File: config.mk
export PLATFORM = sky130hd
export DESIGN_NAME = mac_sequencer
export DESIGN_NICKNAME = d
export VERILOG_FILES = /design/src/rtl/mac_seq_pkg.sv /design/src/rtl/mac_requant.sv /design/src/rtl/mac_sequencer.sv
export SDC_FILE = /design/constraint.sdc
export NUM_CORES = 1
export LEC_CHECK = 0
export BUFFER_PORTS_ARGS = -buffer_cell sky130_fd_sc_hd__buf_4
export CORE_AREA = 2 2 252 254
export DETAILED_ROUTE_END_ITERATION = 10
export DIE_AREA = 0 0 254 256
export PLACE_DENSITY = 0.44
export SLEW_MARGIN = 25
export SYNTH_ARGS = -nofsm -noshare
export SYNTH_HDL_FRONTEND = slang
export SYNTH_SLANG_ARGS = --single-unit
File: constraint.sdc
create_clock -name clk -period 8.1 [get_ports clk]
set_input_delay 0.81 -clock clk [delete_from_list [all_inputs] [get_ports clk]]
set_output_delay 0.81 -clock clk [all_outputs]
set_load 0.01 [all_outputs]
File: src/rtl/mac_seq_pkg.sv
// Shared types and constants for the mac_sequencer slice.
package mac_seq_pkg;
    localparam int SHIFT_W = 5;

    typedef enum logic [2:0] {
        IDLE,
        CLEAR,
        FEED,
        WAIT,
        REQUANT,
        OUT
    } seq_state_t;

    function automatic int sat_max(input int dw);
        return (1 <<< (dw - 1)) - 1;
    endfunction

    function automatic int sat_min(input int dw);
        return -(1 <<< (dw - 1));
    endfunction
endpackage

File: src/rtl/mac_requant.sv
// Accumulator requantizer: round-half-up, arithmetic shift, signed saturate.
// MAC_SEQ_RELU_EN fuses a ReLU ahead of saturation.
module mac_requant
    import mac_seq_pkg::*;
#(
    parameter int DATA_W = 8,
    parameter int ACC_W  = 32
) (
    input  logic signed [ACC_W-1:0]  acc,
    input  logic [SHIFT_W-1:0]       shift,
    output logic signed [DATA_W-1:0] res
);
    localparam logic signed [ACC_W:0] MAXV = (ACC_W+1)'(sat_max(DATA_W));
    localparam logic signed [ACC_W:0] MINV = (ACC_W+1)'(sat_min(DATA_W));

    logic signed [ACC_W:0] ext;
    logic signed [ACC_W:0] rnd;
    logic signed [ACC_W:0] shf;

    // One extra bit keeps the rounding add from wrapping at the top of the range.
    always_comb begin
        ext = {acc[ACC_W-1], acc};
        rnd = ext;
        if (shift != '0)
            rnd = ext + ((ACC_W+1)'(1) << (shift - 1'b1));
        shf = rnd >>> shift;
`ifdef MAC_SEQ_RELU_EN
        if (shf[ACC_W])
            shf = '0;
`else
`endif
        if (shf > MAXV)
            res = MAXV[DATA_W-1:0];
        else if (shf < MINV)
            res = MINV[DATA_W-1:0];
        else
            res = shf[DATA_W-1:0];
    end
endmodule

File: src/rtl/mac_sequencer.sv
// Job sequencer driving one mac_array: clear, feed N beats, capture, requantize, hand off.
// Build with MAC_SEQ_RELU_EN to fuse ReLU into the requantizer.
module mac_sequencer
    import mac_seq_pkg::*;
#(
    parameter int N_MACS    = 16,
    parameter int DATA_W    = 8,
    parameter int ACC_W     = 32,
    parameter int MAX_BEATS = 64,
    parameter int BEAT_W    = $clog2(MAX_BEATS + 1)
) (
    input  logic                           clk,
    input  logic                           reset,
    input  logic                           start,
    input  logic [BEAT_W-1:0]              cfg_beats,
    input  logic signed [ACC_W-1:0]        cfg_bias,
    input  logic [SHIFT_W-1:0]             cfg_shift,
    input  logic                           in_valid,
    output logic                           in_ready,
    input  logic [0:N_MACS-1][DATA_W-1:0]  in_ifmap,
    input  logic [0:N_MACS-1][DATA_W-1:0]  in_weight,
    output logic                           mac_en,
    output logic                           mac_clear,
    output logic [0:N_MACS-1][DATA_W-1:0]  mac_ifmap,
    output logic [0:N_MACS-1][DATA_W-1:0]  mac_weight,
    output logic signed [ACC_W-1:0]        mac_bias,
    input  logic signed [ACC_W-1:0]        mac_acc,
    input  logic                           mac_valid,
    output logic                           out_valid,
    input  logic                           out_ready,
    output logic signed [DATA_W-1:0]       out_data,
    output logic                           busy,
    output logic                           done,
    output logic                           seq_err
);
    seq_state_t state, nxt;

    logic [BEAT_W-1:0]        count;
    logic [BEAT_W-1:0]        beats_q;
    logic signed [ACC_W-1:0]  bias_q;
    logic [SHIFT_W-1:0]       shift_q;
    logic signed [ACC_W-1:0]  acc_q;
    logic signed [DATA_W-1:0] rq;

    assign mac_ifmap  = in_ifmap;
    assign mac_weight = in_weight;
    assign mac_bias   = bias_q;
    assign busy       = (state != IDLE);

    always_ff @(posedge clk or posedge reset) begin
        if (reset)
            state <= IDLE;
        else
            state <= nxt;
    end

    always_comb begin
        nxt       = state;
        in_ready  = 1'b0;
        mac_en    = 1'b0;
        mac_clear = 1'b0;
        out_valid = 1'b0;
        done      = 1'b0;
        case (state)
            IDLE:    if (start) nxt = CLEAR;
            CLEAR: begin
                mac_clear = 1'b1;
                nxt       = (beats_q != '0) ? FEED : WAIT;
            end
            FEED: begin
                in_ready = (count < beats_q);
                mac_en   = in_valid & in_ready;
                if (mac_en && (count + BEAT_W'(1) == beats_q))
                    nxt = WAIT;
            end
            WAIT:    nxt = REQUANT;
            REQUANT: nxt = OUT;
            OUT: begin
                out_valid = 1'b1;
                done      = out_ready;
                if (out_ready)
                    nxt = IDLE;
            end
            default: nxt = IDLE;
        endcase
    end

    // Config, beat count, captured accumulator and result register.
    always_ff @(posedge clk or posedge reset) begin
        if (reset) begin
            count    <= '0;
            beats_q  <= '0;
            bias_q   <= '0;
            shift_q  <= '0;
            acc_q    <= '0;
            out_data <= '0;
            seq_err  <= 1'b0;
        end else begin
            case (state)
                IDLE: if (start) begin
                    beats_q <= cfg_beats;
                    bias_q  <= cfg_bias;
                    shift_q <= cfg_shift;
                    count   <= '0;
                    seq_err <= 1'b0;
                end
                FEED: if (mac_en) count <= count + BEAT_W'(1);
                WAIT: begin
                    acc_q <= mac_acc;
                    if (beats_q != '0 && !mac_valid)
                        seq_err <= 1'b1;
                end
                REQUANT: out_data <= rq;
                default: ;
            endcase
        end
    end

    mac_requant #(
        .DATA_W (DATA_W),
        .ACC_W  (ACC_W)
    ) u_requant (
        .acc   (acc_q),
        .shift (shift_q),
        .res   (rq)
    );
endmodule
Yosys cells after proc, flatten, opt, wreduce, memory -nomap -nowiden. Index checks and enable logic that the tools add are counted. W data, S select, Z words.

Flip-flop bits (word level): 95. Output and inout port bits: 303. Word-level logic and storage cells: 60.

Add/subtract/negate cells: 3. Order comparisons: 3. Equal/unequal tests: 11. Shifts and indexed selects: 2. Muxes and demuxes: 19. Bitwise operators: 1. Reduce and logical (&&, ||, !) cells: 13.

Operators with widths (number): $add A32 B33 Y33 (1); $gt A33 B8 Y1 const B (1); $lt A33 B8 Y1 const B (1); $mux W33 (1); $shl A1 B5 Y33 const A (1); $sshr A33 B5 Y33 (1); $pmux W3 S6 (1); $mux W8 (2); $mux W7 (2); $pmux W7 S2 (1); $ne A2 B2 Y1 const B (5); $mux W3 (3); $reduce_and A3 Y1 (3); $mux W1 (8); $add A7 B1 Y7 const B (1); $eq A7 B7 Y1 (1); $lt A7 B7 Y1 (1); $reduce_bool A7 Y1 (1); $eq A3 B2 Y1 const B (2); $eq A3 B3 Y1 const B (2); $reduce_bool A5 Y1 (1); $sub A5 B1 Y5 const B (1); $reduce_bool A2 Y1 (2); $eq A3 B1 Y1 const B (1); 7 further kinds (8).

Logic depth before layout (Yosys ltp).
Depth in word-level cells: 8. Depth in mapped cells: 24. Gate-level depth less buffers: 20.

Hierarchy. A second synthesis with hierarchy kept.

Cell total of the unflattened synthesis: 1548. Area, all modules: 11708.7 µm².

By module, submodules not included: mac_sequencer (instances 1, cells each 636, area each 5993.2 µm², sequential area each 2377.3 µm²); mac_requant (instances 1, cells each 912, area each 5715.5 µm², sequential area each 0.0 µm²).

Least setup slack after synthesis. Ideal clock, no wire load.

Path type: register -> register. Start point: register shift_q[1]. End point: register out_data[1]. Library setup time: 126 ps. Arrival: 5148 ps. Required time: 7974 ps. Slack: 2827 ps. Cell stages (with the launch flop): 24. Buffers on the path: 3. Period minus slack after synthesis: 5273 ps. Path through: dfrtp_1 buf_1 inv_1 clkbuf_1 nand2_1 clkbuf_1 nor2_1 ha_1 inv_1 fa_1 nand2b_1 a21oi_2 o21ai_2 a21o_1 a21oi_1 a2111oi_4 a2111o_1 mux4_1 nor2_1 o221ai_1 nor4_1 nand3_1 o21ai_4 o2bb2ai_1.

Word-level cells in the longest chain between the ends: 8. Elaborated cells on any way between the ends: 10. Classes of those cells: add/sub (2); order compare (2); shift (2); mux (3); reduce/logical (1).

Ends and longest elaborated chain: from (decl) (RTL line mac_sequencer.sv:41) `logic [SHIFT_W-1:0] shift_q;`; from (signal assigned) (RTL line mac_sequencer.sv:103) `shift_q <= cfg_shift;`; $sub A5 B1 Y5 (RTL line mac_requant.sv:25) `rnd = ext + ((ACC_W+1)'(1) << (shift - 1'b1));`; $shl A1 B5 Y33 (RTL line mac_requant.sv:25); $add A32 B33 Y33 (RTL line mac_requant.sv:25); $mux W33 (RTL line mac_requant.sv:24) `if (shift != '0)`; $sshr A33 B5 Y33 (*) (RTL line mac_requant.sv:26) `shf = rnd >>> shift;`; $lt A33 B8 Y1 (RTL line mac_requant.sv:34) `else if (shf < MINV)`; $mux W8 (RTL line mac_requant.sv:34); $mux W8 (*) (RTL line mac_requant.sv:32) `if (shf > MAXV)`; to (signal assigned) (RTL line mac_sequencer.sv:113) `REQUANT: out_data <= rq;`; to (decl) (RTL line mac_sequencer.sv:31) `output logic signed [DATA_W-1:0] out_data,`.

Mark *: on every way between the ends. The rest lies on a longest branch, timed or not. A chain may end at the register's enable or synchronous reset.

Worst setup path after layout.
Start point: register shift_q[3]. End point: register out_data[0].

The elaborated chain is that of the path after synthesis.

==> impl_metrics.env <==
export IMPL_power_density_mw_per_mm2=473
export IMPL_gr_max_usage_layer="met2"
export IMPL_dpl_cell_area_mm2=0.0115
export IMPL_rsz0062_at_grt="no"
export IMPL_final_antenna_net_count=0
export IMPL_io_pins=641
export IMPL_crit_slowest_cell="dfrtp_1"
export IMPL_finalCriticalPeriod_ps=6590
export IMPL_cpLargestDelayFamily="compound AO/OA/AOI/OAI gates"
export IMPL_endpoint_kind="register"
export IMPL_cts_max_level=3
export IMPL_r2r_setup_slack_ps=1510
export IMPL_synthTopCellsByCount="buf_4, nor2_1, nand2_1"
export IMPL_clk_pin_slew_ps=90
export IMPL_cts_buffer_depth=2
export IMPL_antenna_found_initial=2
export IMPL_grtUsageMet2_pct=27.8
export IMPL_gp_congestion=0.930
export IMPL_drt_iter0_drc=1066
export IMPL_timing_final_ws_setup_ps=1510
export IMPL_syn_area_mm2=0.0116
export IMPL_cts_buffers=9
export IMPL_setup_worst_path_start="shift_q[3]"
export IMPL_wl_mm=57.8
export IMPL_use_met3_pct=10.1
export IMPL_r2r_start="shift_q[3]"
export IMPL_crit_path_start_kind="register"
export IMPL_critPathBufInv=1
export IMPL_route_detailed_drc=0
export IMPL_diodes=0
export IMPL_cts_resized=0
export IMPL_synth_area_leader_cell="dfrtp_1"
export IMPL_skew_ps=18.7
export IMPL_leakage_nw=4.68
export IMPL_syn_num_nets=1820
export IMPL_viasPerCell=5.02
export IMPL_clkSinkCount=95
export IMPL_place_hpwl_mm=47.4
export IMPL_dieArea_mm2=0.0650
export IMPL_grt_use_total_pct=17.3
export IMPL_arrival_ps=6910
export IMPL_placed_cells=2102
export IMPL_grt_pass1_wl_mm=80.9
export IMPL_drv_slew=0
export IMPL_cp_depth=19
export IMPL_crit_chain="buf_4, nor2_1, nand2_1, nor2_1, ha_1, a21oi_1, o21ai_1, a22oi_1, a21oi_1, or4_1, nor2_1, a31oi_1, o31ai_1, o2111ai_1, nor4_1, a31oi_1, o41ai_4, o211ai_1, a21oi_1"
export IMPL_yosysTopAreaCellShare_pct=20.5
export IMPL_hold_violations=0
export IMPL_synth_edf_count=0
export IMPL_chipWidth_um=254
export IMPL_io_buffers=128
export IMPL_preCtsSetupSlack_ps=1600
export IMPL_setup_viol=0
export IMPL_ys_flop_type="dfrtp_1"
export IMPL_detail_route_wl_per_cell_um=27.3
export IMPL_grtUsageMet1_pct=18.5
export IMPL_relSlewSlack_pct=42.2
export IMPL_grt_max_degree=53
export IMPL_drt_first_pass_iters=7
export IMPL_grt_pass1_vias=10450
export IMPL_worstSkewPairLatency_ps=400
export IMPL_fin_util_pct=18.9
export IMPL_yosysWarnings=0
export IMPL_cts_tree="yes"
export IMPL_r2r_cells=19
export IMPL_synthCells=1441
export IMPL_outcome="complete, no violations"
export IMPL_synth_ff_latch_count=95
export IMPL_synth_avg_cell_area_um2=8.04
export IMPL_chipHeight_um=256
export IMPL_nets=1646
export IMPL_timing_fmax_mhz=152
export IMPL_post_cts_buffers=0
export IMPL_tightest_slew_ps=862
export IMPL_maxCapViolations=0
export IMPL_area_growth_synth_to_final_pct=1.87
export IMPL_max_stage_delay_ps=550
export IMPL_cp_required_ps=8420
export IMPL_cp_max_fo=16
export IMPL_finalInstanceArea_mm2=0.0118
export IMPL_final_cells=2118
export IMPL_finalPower_mw=5.59
export IMPL_fin_crit_sh_pct=81.4
export IMPL_overflow=0
export IMPL_core_area_mm2=0.0624
export IMPL_ir_drop_v=0.000142
export IMPL_fp_row_count=92
export IMPL_synth_cell_type_count=100
export IMPL_timing_rr_end="out_data[0]"
export IMPL_tns_ps=0
export IMPL_clock_root_buffer="clkbuf_16"
export IMPL_holdCritPathClass="in2async"
export IMPL_initial_core_util_pct=18.6
export IMPL_yosysMostFrequentCell="buf_4"
export IMPL_async_reset_ff_share_pct=100
export IMPL_fin_hold_ws_ps=465
export IMPL_cp_endpoint="out_data[0]"
export IMPL_worstSetupPathType="reg2reg"
export IMPL_yosysSeqAreaShare_pct=20.5
export IMPL_cts_hold_buffers=0
export IMPL_vias=10632
export IMPL_drive_gt1_share_pct=23.9
export IMPL_synthTopCellsByArea="dfrtp_1, buf_4, mux2_2"
==> layer usage <==
layer,up-vias,wire (um),part of all wire [%]
met5,-,179,0.31
met4,8,2110,3.7
met3,141,8930,15
met2,767,26600,46
met1,5070,20000,35
li1,4646,-,-
==> report_power, final <==
part,total [mW],internal [mW],switching (mW)
combinational,4.16,1.54,2.62
clock,0.478,0.222,0.256
sequential,0.951,0.702,0.249
total,5.59,2.46,3.12
==> how the worst min path moves through the flow <==
stage | startpoint | to | slack, ps | depth (start not counted)
2_1_floorplan | count[6] | count[6] | 500 | 1
3_3_place_gp | mac_bias[8] | mac_bias[8] | 490 | 1
3_5_place_dp | mac_bias[2] | mac_bias[2] | 500 | 1
4_1_cts | reset | mac_bias[3] | 470 | 2
5_1_grt | reset | mac_bias[3] | 500 | 2
6_report | reset | mac_bias[9] | 470 | 2
==> layout make-up <==
cell class / instances / area (um^2)
fill: 7126 / 50600
multi-input combinational: 983 / 6820
sequential: 95 / 2380
timing repair buffer: 151 / 1130
tap: 846 / 1060
clock buffer: 9 / 225
inverter: 27 / 104
clock inverter: 7 / 82.6
==> sequential cells by signal, indices dropped and copies added, names as in the netlist <==
name      count
acc_q        32
seq_err       1
mac_bias     32
shift_q       5
count         7
beats_q       7
out_data      8
state         3
==> layout by cell type (no fill, tap or decap), types with 24 or more instances in the layout <==
| cell | Yosys | layout |
|---|---|---|
| mux2_2 | 77 | 77 |
| dfrtp_1 | 95 | 95 |
| nand2_1 | 121 | 121 |
| nor2_1 | 130 | 129 |
| inv_1 | 25 | 24 |
| buf_4 | 263 | 151 |
| o21ai_0 | 71 | 71 |
| ha_1 | 40 | 40 |
| nand3_1 | 33 | 33 |
| a21oi_1 | 82 | 82 |
| mux2i_1 | 25 | 25 |
==> cells by family after synthesis <==
group	Yosys count	synth area share [%]
and+or+nand+nor	415	17.3
AOI/OAI and AO/OA	391	24.2
buffers and inverters	363	20.7
muxes	107	10.6
DFF	95	20.5
adders and majority gates	41	4.49
xor gates and xnor gates	29	2.19
Note: power is estimated with default switching activity, not from simulation.
